<file path="config.mk">
export PLATFORM = sky130hd
export DESIGN_NAME = uart_rx_fsm
export DESIGN_NICKNAME = d
export VERILOG_FILES = /design/src/rtl/uart_rx_pkg.sv /design/src/rtl/edge_bit_counter.sv /design/src/rtl/uart_rx_fsm.sv
export SDC_FILE = /design/constraint.sdc
export NUM_CORES = 1
export LEC_CHECK = 0
export CAP_MARGIN = 20
export CORE_UTILIZATION = 30
export CTS_BUF_LIST = sky130_fd_sc_hd__clkbuf_16
export CTS_CLUSTER_SIZE = 14
export DETAILED_ROUTE_END_ITERATION = 16
export GPL_TIMING_DRIVEN = 0
export HOLD_SLACK_MARGIN = 0.15
export PLACE_DENSITY_LB_ADDON = 0.15
export SETUP_SLACK_MARGIN = 0.1
export SLEW_MARGIN = 10
export SYNTH_ARGS = -nofsm -noshare
export SYNTH_HDL_FRONTEND = slang
export SYNTH_SLANG_ARGS = --single-unit
</file>
<file path="constraint.sdc">
create_clock -name clk -period 2.38 [get_ports clk]
set_input_delay 0.476 -clock clk [delete_from_list [all_inputs] [get_ports clk]]
set_output_delay 0.476 -clock clk [all_outputs]
set_load 0.005 [all_outputs]
</file>
<file path="src/rtl/uart_rx_pkg.sv">
// Shared definitions for the UART receiver control path: FSM state
// encoding, frame width and the oversampling ratios the receiver supports.
package uart_rx_pkg;

    localparam int DATA_W = 8;

    localparam int PRESCALE_8  = 8;
    localparam int PRESCALE_16 = 16;
    localparam int PRESCALE_32 = 32;

    typedef enum logic [2:0] {
        ST_IDLE   = 3'd0,
        ST_START  = 3'd1,
        ST_DATA   = 3'd2,
        ST_PARITY = 3'd3,
        ST_STOP   = 3'd4
    } rx_state_t;

    // Behaviour is only defined for these oversampling ratios.
    function automatic bit prescale_is_legal(input int p);
        return (p == PRESCALE_8) || (p == PRESCALE_16) || (p == PRESCALE_32);
    endfunction

endpackage

</file>
<file path="src/rtl/edge_bit_counter.sv">
// Oversampling edge counter and data-bit index for the UART receiver.
// edge_cnt runs 0..P-1 within a bit and wraps; bit_cnt advances on the
// wrap when the FSM asks for it.
module edge_bit_counter
#(
    parameter int PRESCALE_W = 6
)
(
    input  logic                  clk,
    input  logic                  rst,
    input  logic                  cnt_clr,
    input  logic                  bit_clr,
    input  logic                  bit_inc,
    input  logic [PRESCALE_W-1:0] prescale,
    output logic [PRESCALE_W-1:0] edge_cnt,
    output logic [3:0]            bit_cnt,
    output logic                  edge_last
);

    logic [PRESCALE_W-1:0] edge_cnt_reg;
    logic [3:0]            bit_cnt_reg;

    assign edge_last = (edge_cnt_reg == (prescale - PRESCALE_W'(1)));
    assign edge_cnt  = edge_cnt_reg;
    assign bit_cnt   = bit_cnt_reg;

    // Edge position inside the current bit; cleared while idle or leaving to idle.
    always_ff @(posedge clk or negedge rst) begin
        if (!rst) begin
            edge_cnt_reg <= '0;
        end else if (cnt_clr || edge_last) begin
            edge_cnt_reg <= '0;
        end else begin
            edge_cnt_reg <= edge_cnt_reg + PRESCALE_W'(1);
        end
    end

    // Data-bit index, stepped at the end of each data bit.
    always_ff @(posedge clk or negedge rst) begin
        if (!rst) begin
            bit_cnt_reg <= 4'd0;
        end else if (bit_clr) begin
            bit_cnt_reg <= 4'd0;
        end else if (bit_inc && edge_last) begin
            bit_cnt_reg <= bit_cnt_reg + 4'd1;
        end
    end

endmodule

</file>
<file path="src/rtl/uart_rx_fsm.sv">
// UART receiver control FSM. Waits for the start bit, walks through
// start / data / [parity] / stop bits with one-cycle enables at the
// mid-bit sample point, and reports each frame as a one-cycle
// data_valid or frame_err.
// Build option: define UART_RX_PARITY_EN to include the PARITY state and
// the sticky parity error; otherwise par_en and par_err are ignored and
// par_chk_en is constant 0.
module uart_rx_fsm
#(
    parameter int PRESCALE_W = 6,
    parameter int DATA_W     = uart_rx_pkg::DATA_W
)
(
    input  logic                  clk,
    input  logic                  rst,
    input  logic                  rx_in,
    input  logic [PRESCALE_W-1:0] prescale,
    input  logic                  par_en,
    input  logic                  strt_glitch,
    input  logic                  par_err,
    input  logic                  stp_err,
    output logic                  dat_samp_en,
    output logic                  strt_chk_en,
    output logic                  par_chk_en,
    output logic                  stp_chk_en,
    output logic                  deser_en,
    output logic [PRESCALE_W-1:0] edge_cnt,
    output logic [3:0]            bit_cnt,
    output logic                  data_valid,
    output logic                  frame_err
);

    import uart_rx_pkg::*;

    rx_state_t state_reg;
    rx_state_t state_next;

    logic                  edge_last;
    logic [PRESCALE_W-1:0] premid_pt;
    logic [PRESCALE_W-1:0] eval_pt;
    logic                  at_premid;
    logic                  at_eval;
    logic                  bit_last;
    logic                  frame_bad;
    logic                  res_evt;
    logic                  data_valid_reg;
    logic                  frame_err_reg;

    // MID = P/2 + 2 is where the sampled bit is ready; strobes are registered,
    // so they are launched one edge earlier. EVAL = MID + 1 is when the
    // checker flag answering that strobe is valid.
    assign premid_pt = (prescale >> 1) + PRESCALE_W'(1);
    assign eval_pt   = (prescale >> 1) + PRESCALE_W'(3);
    assign at_premid = (edge_cnt == premid_pt);
    assign at_eval   = (edge_cnt == eval_pt);
    assign bit_last  = (bit_cnt == 4'(DATA_W - 1));

    edge_bit_counter #(
        .PRESCALE_W (PRESCALE_W)
    ) u_counter (
        .clk       (clk),
        .rst       (rst),
        .cnt_clr   ((state_reg == ST_IDLE) || (state_next == ST_IDLE)),
        .bit_clr   (state_reg != ST_DATA),
        .bit_inc   ((state_reg == ST_DATA) && !bit_last),
        .prescale  (prescale),
        .edge_cnt  (edge_cnt),
        .bit_cnt   (bit_cnt),
        .edge_last (edge_last)
    );

    // State register.
    always_ff @(posedge clk or negedge rst) begin
        if (!rst) begin
            state_reg <= ST_IDLE;
        end else begin
            state_reg <= state_next;
        end
    end

    // Next-state logic; STOP leaves at EVAL so a back-to-back start bit is seen.
    always_comb begin
        state_next = state_reg;
        case (state_reg)
            ST_IDLE: begin
                if (!rx_in) state_next = ST_START;
            end
            ST_START: begin
                if (at_eval && strt_glitch) state_next = ST_IDLE;
                else if (edge_last)         state_next = ST_DATA;
            end
            ST_DATA: begin
                if (edge_last && bit_last) begin
`ifdef UART_RX_PARITY_EN
                    state_next = par_en ? ST_PARITY : ST_STOP;
`else
                    state_next = ST_STOP;
`endif
                end
            end
`ifdef UART_RX_PARITY_EN
            ST_PARITY: begin
                if (edge_last) state_next = ST_STOP;
            end
`endif
            ST_STOP: begin
                if (at_eval) state_next = ST_IDLE;
            end
            default: state_next = ST_IDLE;
        endcase
    end

    assign dat_samp_en = (state_reg != ST_IDLE);

    // One registered mid-bit strobe per always-present bit type:
    // 0 = start checker, 1 = deserializer, 2 = stop checker.
    for (genvar gi = 0; gi < 3; gi++) begin : g_strobe
        localparam rx_state_t OWN_STATE = rx_state_t'((gi == 0) ? ST_START :
                                                      ((gi == 1) ? ST_DATA : ST_STOP));
        logic strobe_reg;

        // Fire for exactly the cycle in which edge_cnt equals MID.
        always_ff @(posedge clk or negedge rst) begin
            if (!rst) begin
                strobe_reg <= 1'b0;
            end else begin
                strobe_reg <= (state_reg == OWN_STATE) && at_premid;
            end
        end
    end

    assign strt_chk_en = g_strobe[0].strobe_reg;
    assign deser_en    = g_strobe[1].strobe_reg;
    assign stp_chk_en  = g_strobe[2].strobe_reg;

`ifdef UART_RX_PARITY_EN
    logic par_strobe_reg;
    logic sticky_err_reg;

    // Parity checker strobe at MID of the parity bit.
    always_ff @(posedge clk or negedge rst) begin
        if (!rst) begin
            par_strobe_reg <= 1'b0;
        end else begin
            par_strobe_reg <= (state_reg == ST_PARITY) && at_premid;
        end
    end

    // Parity error held until the next start bit so the stop decision can use it.
    always_ff @(posedge clk or negedge rst) begin
        if (!rst) begin
            sticky_err_reg <= 1'b0;
        end else if ((state_reg == ST_IDLE) && (state_next == ST_START)) begin
            sticky_err_reg <= 1'b0;
        end else if ((state_reg == ST_PARITY) && at_eval) begin
            sticky_err_reg <= sticky_err_reg | par_err;
        end
    end

    assign par_chk_en = par_strobe_reg;
    assign frame_bad  = stp_err | sticky_err_reg;
`else
    logic unused_parity_inputs;

    assign unused_parity_inputs = par_en ^ par_err;
    assign par_chk_en           = 1'b0;
    assign frame_bad            = stp_err;
`endif

    assign res_evt = (state_reg == ST_STOP) && at_eval;

    // Frame outcome, registered from the stop checker's EVAL cycle.
    always_ff @(posedge clk or negedge rst) begin
        if (!rst) begin
            data_valid_reg <= 1'b0;
            frame_err_reg  <= 1'b0;
        end else begin
            data_valid_reg <= res_evt && !frame_bad;
            frame_err_reg  <= res_evt && frame_bad;
        end
    end

    assign data_valid = data_valid_reg;
    assign frame_err  = frame_err_reg;

endmodule
</file>
# Word-level counts from Yosys, hierarchy flattened
# Cells that the tools add are included.
word_totals:
  input_bits: 13
  output_inout_bits: 17
  word_cells: 48
  register_bits: 18
classes:
  reduce_logical: 18
  eq_ne: 8
  mux: 9
  add_sub_neg: 5
ops:
  columns: ["op", "count"]
  rows:
  - ["equality test 6 bit", 3]
  - ["two-way mux 3 bit", 5]
  - ["one-hot mux 3 bit (4 select lines)", 1]
  - ["logical AND 1 bit", 10]
  - ["two-way mux 4 bit", 2]
  - ["adder 5 x 1 -> 6 bit, second input constant", 1]
  - ["adder 5 x 2 -> 6 bit, second input constant", 1]
  - ["adder 6 x 1 -> 6 bit, second input constant", 1]
  - ["logical NOT 3 bit", 2]
  - ["two-way mux 6 bit", 1]
  - ["subtractor 6 x 1 -> 6 bit, second input constant", 1]
  - ["adder 4 x 1 -> 4 bit, second input constant", 1]
  - ["equality test 4 x 3 -> 1 bit, second input constant", 1]
  - ["equality test 3 x 1 -> 1 bit, second input constant", 1]
  - ["equality test 3 x 2 -> 1 bit, second input constant", 1]
  - ["equality test 3 bit, second input constant", 1]
  - ["!= test 3 x 2 -> 1 bit, second input constant", 1]
  - ["nonzero test 3 bit", 1]
  - ["logical NOT 1 bit", 2]
  - ["logical OR 1 bit", 2]
  - ["nonzero test 2 bit", 1]

# Longest topological paths before layout
# Gate-level depths: netlist (run 1).
logic_depth:
  word_depth: 9
  depth_mapped: 8
  ltp_nobuf: 7

# Hierarchy
# A second synthesis (run 1) with hierarchy kept.
unflattened:
  cells_unflattened: 140
  hier_area_um2: 1298.7
by_module_without_submodules:
  columns: ["module", "cells_each", "instances", "area_per_inst_um2", "seq_area_each_um2"]
  rows:
  - ["edge_bit_counter", 68, 1, 678.2, 250.2]
  - ["uart_rx_fsm", 72, 1, 620.6, 200.2]

# Least setup slack after synthesis (run 1)
# OpenSTA, ideal clock, no wires.
synth_path:
  path_kind: "input to register"
  startpoint: "input port prescale[1]"
  endpoint: "register u_counter.bit_cnt_reg[3], in the netlist u_counter.bit_cnt[3]"
  slack_ps: 432
  arrival_time_ps: 1871
  stages: 7
  path_buffers: 0
  setup_time_ps: 77
  t_required_ps: 2303
  cell_sequence: "inv_1 -> ha_1 -> xnor2_2 -> nor3_2 -> nand4_1 -> or4_1 -> a21oi_1"
synth_via:
  elab_chain_len: 4
synth_lines:
  columns: ["item", "line_no", "rtl"]
  rows:
  - ["from (decl)", "uart_rx_fsm.sv:17", "input logic [PRESCALE_W-1:0] prescale,"]
  - ["subtractor 6 x 1 -> 6 bit", "edge_bit_counter.sv:23", "assign edge_last = (edge_cnt_reg == (prescale - PRESCALE_W'(1)));"]
  - ["equality test 6 bit", "edge_bit_counter.sv:23", null]
  - ["logical AND 1 bit", "edge_bit_counter.sv:44", "end else if (bit_inc && edge_last) begin"]
  - ["nonzero test 2 bit (no source line)", null, null]
  - ["to (signal assigned)", "edge_bit_counter.sv:45", "bit_cnt_reg <= bit_cnt_reg + 4'd1;"]
  - ["to (decl)", "edge_bit_counter.sv:21", "logic [3:0] bit_cnt_reg;"]
# Every way passes these cells.
# A chain may end at the register's enable or synchronous reset.

# Worst setup path in the final report (run 1)
layout_path:
  startpoint: "input port prescale[0]"
  endpoint: "register u_counter.bit_cnt_reg[3], in the netlist u_counter.bit_cnt[3]"
# The elaborated chain is that of the path after synthesis.

==> results of run 1 <==
power by group through the flow:
stage               Sequential [mW]  Clock [mW]  Combinational, mW
finish                        0.410       0.340              0.574
global route                  0.417       0.362              0.640
CTS                           0.411       0.347              0.562
detailed placement            0.417           0              0.542
global placement              0.416           0              0.539
floorplan                     0.407           0              0.368
cell usage after synthesis (2+ instances only):
library cell and n:
sky130_fd_sc_hd__a21oi_1 2, sky130_fd_sc_hd__nand2_1 9, sky130_fd_sc_hd__o21ai_1 2, sky130_fd_sc_hd__or3_1 3, sky130_fd_sc_hd__xor2_1 8, sky130_fd_sc_hd__xnor2_1 14
sky130_fd_sc_hd__dfrtp_1 18, sky130_fd_sc_hd__nor2_1 11, sky130_fd_sc_hd__a31oi_1 2, sky130_fd_sc_hd__ha_1 6, sky130_fd_sc_hd__nand3_1 5, sky130_fd_sc_hd__nor3_1 3
sky130_fd_sc_hd__inv_1 8, sky130_fd_sc_hd__buf_2 4, sky130_fd_sc_hd__a211oi_1 6, sky130_fd_sc_hd__nor2b_1 2, sky130_fd_sc_hd__o21ai_0 4, sky130_fd_sc_hd__nor3b_1 4
stage by stage:
| stage | cell area, sq um | power, mW |
|---|---|---|
| 2_1_floorplan | 1280 | 0.775 |
| 6_report | 1700 | 1.32 |
| 5_1_grt | 1700 | 1.42 |
| 3_5_place_dp | 1580 | 0.959 |
| 4_1_cts | 1680 | 1.32 |
| 3_3_place_gp | 1580 | 0.955 |
critical path, stage by stage:
cell                            delay [ps]
sky130_fd_sc_hd__dlygate4sd2_1         300
sky130_fd_sc_hd__inv_1                  70
sky130_fd_sc_hd__ha_1                  320
sky130_fd_sc_hd__xnor2_2               140
sky130_fd_sc_hd__nor3_2                180
sky130_fd_sc_hd__nand4_1               180
sky130_fd_sc_hd__or4_1                 530
sky130_fd_sc_hd__a21oi_1               150
kinds of logic (layout without fill, tap and decap cells):
kind of cell / after synthesis / in the layout / synth area share
xor gates and xnor gates: 24 / 24 / 0.182
AOI/OAI and AO/OA: 27 / 27 / 0.150
other: 1 / 1 / 0.00293
and+or+nand+nor: 47 / 47 / 0.201
DFF: 18 / 18 / 0.352
adders and majority gates: 6 / 6 / 0.0586
buffers and inverters: 14 / 43 / 0.0538
layout make-up:
type,instances,area share
Buffer,6,0.0228
Inverter,8,0.0176
Clock buffer,3,0.0441
Multi-Input combinational cell,105,0.473
Clock inverter,1,0.00220
Sequential cell,18,0.265
Tap cell,50,0.0367
Timing Repair Buffer,25,0.139
metal layers:
metal	vias to the layer above	part of all wire
li1	537	-
met1	529	0.47
met2	21	0.48
met3	4	0.032
met4	0	0.015
met5	-	0
final timing paths:
path                                         end  slack [ps]  cells past startpoint
setup / recovery            u_counter.bit_cnt[3]         200                      8
hold / removal              u_counter.bit_cnt[1]         600                      2
setup reg to reg            u_counter.bit_cnt[3]         420                      6
hold reg to reg             u_counter.bit_cnt[1]         600                      2
max in group asynchronous  u_counter.edge_cnt[3]        1160                      1
min in group asynchronous            strt_chk_en         700                      1
timing repair:
action | CTS | global route
buffers inserted | 0 | 1
gates resized for setup | 8 | 6
gates cloned | 0 | 0
endpoints found under the setup margin | 15 | 14
hold buffers | 0 | 0
==> flow_summary.toml, run 1 <==
[global_route]
globalRoute.totalOverflow = 0
grt_antenna_before_repair = 0
grtUsageMet2 = 0.251
number_of_global_route_vias_before_repair = 1071
globalRouteTotalUtil = 0.145
grt_met1_usage = 0.179
pin_count_of_the_biggest_net_entering_global_routing = 19
grtUsageMet3 = 0.0152
grt_first_pass_wirelength_microns = 4910
grt_most_used_layer = "met2"

[final_layout]
layout_commonest_cell = "sky130_fd_sc_hd__clkdlybuf4s50_1"
util_after_layout = 0.420
seq_area_sq_um = 450
max_ffs_per_register = 6
area_delta_synth_final_pct = 33.0
final_cell_mix = "sky130_fd_sc_hd__clkdlybuf4s50_1 (21), sky130_fd_sc_hd__dfrtp_1 (18), sky130_fd_sc_hd__xnor2_1 (14)"
multi_input_area_sq_um = 806
fin_nets = 186
final_layout_size_suffix_gt1_frac = 0.127
instances_no_fill = 216
final.fill_count = 406
antenna-diode-count = 0

[cts]
cts_tree = "yes"
total_clock_buffers_created_by_cts = 3
htreeDepth = 1
clkLatencyLatePin_ps = 250
clkTransAtPathRegs_ps = 50
cts_num_sinks = 18
max-clock-path-buffers = 2
cts_root_buffer = "sky130_fd_sc_hd__clkbuf_16"

[sta]
max_freq_ghz = 0.459
hold_viol_final = 0
grt_setup_unrepaired = "false"
timing_max_transition_violations_final = 0
setup_total_negative_slack_ps = 0
finalSetupViolations = 0
period_minus_slack_ps = 2180
worst_hold_slack_ps = 599
part_of_the_cycle_the_worst_path_needs = 0.915
max-slew-margin-rel = 0.449
final.setup_skew_ps = 3.72
postLayoutSetupSlackWorst_ps = 203
worst_pin_slew_ps = 824

[floorplanning]
dieArea_sq_um = 4530
placementRows = 23
chipHeight_microns = 67.3
i_o_pin_count = 30
die_w_microns = 67.3
floorplan.core_area_sq_um = 4060
initial_core_util = 0.315

[power]
internal_power_mw = 0.863
vdd.ir_drop.worst_uv = 542
switching_share = 0.348
p_leak_nw = 0.681
power.density_cell_area_nw_per_um2 = 777
seq_power_share = 0.310
power.clock.fraction = 0.257
pwr-share-comb = 0.434
switchingPower_mw = 0.461

[placed_design]
place_worst_setup_slack_ps = -649
gp_congestion = 0.776
post-place-cells = 211
place.port_buffers = 24
dp_hpwl_microns = 2190

[critical_path]
timing_worst_setup_path_type = "in2reg"
critical_path.startpoint = "prescale[0]"
critical_path_arrival_ps = 2350
cp.required_ps = 2560
crit_path_max_fanout = 4
rr_startpoint = "u_counter.edge_cnt[2]"
crit_path_start_kind = "primary input"
endpoint_kind = "register"

[yosys]
synth_top_cells_by_area = "sky130_fd_sc_hd__dfrtp_1 (35%), sky130_fd_sc_hd__xnor2_1 (9.6%), sky130_fd_sc_hd__ha_1 (5.9%)"
synth_flop_cell = "sky130_fd_sc_hd__dfrtp_1"
netlist.area_leader.share = 0.352
synth_largest_area_cell = "sky130_fd_sc_hd__dfrtp_1"
syn-mean-instance-area_sq_um = 9.34
mappedNetlistNets = 156
synthesis.instances = 137
synth_area_sq_um = 1280
synth_cell_types = 44
synth_enable_flop_cells = 0
postSynthRegisterBits = 18
yosysSeqAreaShare = 0.352
ys_warn_count = 0
async_set_reset_flop_share_out_of_synthesis = 1.00

[routing]
postRouteWirelength_microns = 2970
drt_pass1_iterations = 4
final_antenna_net_count = 0
detail_route.wl_per_cell_microns = 13.7
vias = 1091
detail_route.drc_violations = 0
drt_iter0_drcs = 45
viasPerCell = 5.05

[hold_path]
hp-start = "u_counter.bit_cnt[1]"
worst_hold_path_type = "reg2reg"

[status]
status = "finished clean"

[flow_run]
drv_cap = 0
(Power assumes the default switching activity.)
==> run 2, diff against run 1 <==
Settings changed: CAP_MARGIN 20 to default.
==> results of run 2 <==
Final layout, timing and power as in run 1 (identical DEF).
==> run 3, diff against run 2 <==
Settings changed: ABC_AREA from default to 1, GPL_ROUTABILITY_DRIVEN from default to 0, SETUP_SLACK_MARGIN 0.1 to 0.4.
==> flow_summary.toml, run 3 <==
[final_layout]
util_after_layout = 0.434
area_delta_synth_final_pct = 36.2
max_ffs_per_register = 6
stdcell_area_sq_um = 2090
final_cell_mix = "sky130_fd_sc_hd__nand2_1 (73), sky130_fd_sc_hd__inv_1 (30), sky130_fd_sc_hd__nand3_1 (23)"
fin_nets = 293
final.fill_count = 519
antenna-diode-count = 0
final_layout_size_suffix_gt1_frac = 0.223
layout_commonest_cell = "sky130_fd_sc_hd__nand2_1"

[floorplanning]
initial_core_util = 0.319
die_w_microns = 73.5
placementRows = 25
i_o_pin_count = 30
floorplan.core_area_sq_um = 4820
dieArea_sq_um = 5410
chipHeight_microns = 73.5

[critical_path]
critical_path_arrival_ps = 1390
endpoint_kind = "primary output"
worstReg2RegEnd = "u_counter.edge_cnt[2]"
timing.reg2reg.setup_slack_ps = 590
reg2regPathDepth = 15
rr_startpoint = "u_counter.edge_cnt[5]"
crit_path_max_fanout = 4
critical_path.startpoint = "state_reg[1]"
cp.required_ps = 1900
crit_path_start_kind = "register"
timing_worst_setup_path_type = "reg2out"

[routing]
detail_route.drc_violations = 0
final_antenna_net_count = 0
vias = 1458
viasPerCell = 4.29
drt_iter0_drcs = 61
postRouteWirelength_microns = 3590
detail_route.wl_per_cell_microns = 10.6
drt_pass1_iterations = 4

[yosys]
post-synth-top-count-cell = "sky130_fd_sc_hd__nand2_1"
synth_flop_cell = "sky130_fd_sc_hd__dfrtp_1"
synth_largest_area_cell = "sky130_fd_sc_hd__dfrtp_1"
netlist.area_leader.share = 0.293
synthesis.instances = 238
synth_enable_flop_cells = 0
postSynthRegisterBits = 18
synth_area_sq_um = 1540
syn-mean-instance-area_sq_um = 6.45
yosysSeqAreaShare = 0.293
mappedNetlistNets = 257
post_synth_most_frequent_cells = "sky130_fd_sc_hd__nand2_1 (76), sky130_fd_sc_hd__inv_1 (33), sky130_fd_sc_hd__nand3_1 (23), sky130_fd_sc_hd__nor2_1 (23), sky130_fd_sc_hd__dfrtp_1 (18)"
synth_cell_types = 26
async_set_reset_flop_share_out_of_synthesis = 1.00
ys_warn_count = 0
synth_top_cells_by_area = "sky130_fd_sc_hd__dfrtp_1 (29%), sky130_fd_sc_hd__nand2_1 (19%), sky130_fd_sc_hd__inv_1 (8.1%)"

[global_route]
globalRoute.totalOverflow = 0
number_of_global_route_vias_before_repair = 1184
grt_antenna_before_repair = 0
pin_count_of_the_biggest_net_entering_global_routing = 19
grt_first_pass_wirelength_microns = 5670
grtUsageMet2 = 0.206
grtUsageMet3 = 0.0384
globalRouteTotalUtil = 0.140
grt_most_used_layer = "met1"
grt_met1_usage = 0.207

[hold_path]
hold_path_depth = 1
worst_hold_path_type = "reg2reg"
hp-start = "u_counter.bit_cnt[0]"
hold_end = "u_counter.bit_cnt[0]"

[sta]
final.setup_skew_ps = 2.37
period_minus_slack_ps = 1870
hold_viol_final = 0
worst_pin_slew_ps = 847
grt_setup_unrepaired = "true"
max-slew-margin-rel = 0.434
postLayoutSetupSlackWorst_ps = 510
timing_max_transition_violations_final = 0
part_of_the_cycle_the_worst_path_needs = 0.786
finalSetupViolations = 0
max_freq_ghz = 0.535

[placed_design]
place.port_buffers = 25
place_worst_setup_slack_ps = -345
post_detailed_placement_cell_area_sq_um = 1870
dp_hpwl_microns = 2820

[cts]
htreeDepth = 1
hold_buffers = 0
cts_root_buffer = "sky130_fd_sc_hd__clkbuf_16"
cts_num_sinks = 18
max-clock-path-buffers = 2
total_clock_buffers_created_by_cts = 3
clkTransAtPathRegs_ps = 50
clkLatencyLatePin_ps = 250
cts_tree = "yes"

[power]
p_leak_nw = 1.01
power.density_cell_area_nw_per_um2 = 615
vdd.ir_drop.worst_uv = 366

[status]
status = "finished clean"

[flow_run]
drv_cap = 0
## run 3: cell count changes in the layout (fill, tap and decap cells not counted), moves of 4 or more
cell	before	now
sky130_fd_sc_hd__nand2_1	9	73
sky130_fd_sc_hd__inv_1	8	30
sky130_fd_sc_hd__nand3_1	5	23
sky130_fd_sc_hd__nor2_2	0	14
sky130_fd_sc_hd__xnor2_1	14	3
sky130_fd_sc_hd__nand2_2	0	9
sky130_fd_sc_hd__nor2_1	11	20
sky130_fd_sc_hd__a211oi_1	6	0
sky130_fd_sc_hd__inv_2	0	6
sky130_fd_sc_hd__buf_4	2	7
sky130_fd_sc_hd__buf_2	4	0
sky130_fd_sc_hd__nor3b_1	4	0
## run 3: cell type report
class | count | area [sq um] | share of cell area
well taps | 67 | 83.8 | 0.0401
inverters | 40 | 169 | 0.0808
multi-input cells | 178 | 982 | 0.470
clock inverters | 1 | 3.75 | 0.00180
clock buffers | 3 | 75.1 | 0.0359
flip-flops and latches | 18 | 452 | 0.216
repair buffers | 31 | 307 | 0.147
plain buffers | 2 | 18.8 | 0.00898
## run 3: logic make-up after synthesis
logic type | synth area share
AO/OA/AOI/OAI | 0.0147
adder cells (fa/ha/maj) | 0.0489
multiplexers | 0.00652
other | 0.00244
buffers and inverters | 0.111
flip-flops | 0.293
XOR/XNOR | 0.0685
AND/OR/NAND/NOR | 0.455
## run 3: per-layer routing
metal	vias up	wire length [microns]	part of all wire
li1	796	-	-
met1	632	1880	0.52
met2	28	1550	0.43
met3	2	138	0.038
met4	0	17	0.0047
met5	-	0	0
## run 3: power by group
group	total, mW	internal, mW	switching, mW
combinational	0.539	0.237	0.302
sequential	0.407	0.341	0.0663
clock	0.340	0.223	0.116
total	1.29	0.801	0.485
## run 3: through the flow
stage | instances | setup TNS (ps) | power, mW | hold WS (ps)
final | 340 | 0 | 1.29 | 539
after global routing | 340 | 0 | 1.39 | 559
after CTS | 334 | 0 | 1.25 | 544
after detailed placement | 330 | -3280 | 0.901 | 537
after global placement | 330 | -3450 | 0.898 | 527
after floorplan | 238 | 0 | 0.730 | 180
## run 3: worst max path at each step
stage / endpoint
after floorplan: u_counter.edge_cnt[0]
after global placement: u_counter.edge_cnt[0]
after detailed placement: u_counter.edge_cnt[0]
after CTS: u_counter.edge_cnt[0]
after global routing: u_counter.edge_cnt[2]
final: dat_samp_en
## run 3: critical path, stage by stage (launching register included)
cell and delay, ps:
sky130_fd_sc_hd__dfrtp_1 410, sky130_fd_sc_hd__nor3_2 220, sky130_fd_sc_hd__inv_1 70, sky130_fd_sc_hd__clkdlybuf4s50_1 440
## run 3: what timing repair did
item | CTS | global route
endpoints found under the setup margin | 16 | 11
cloned | 0 | 0
pin swaps | 1 | 17
resized for setup | 18 | 37
setup buffers | 0 | 6
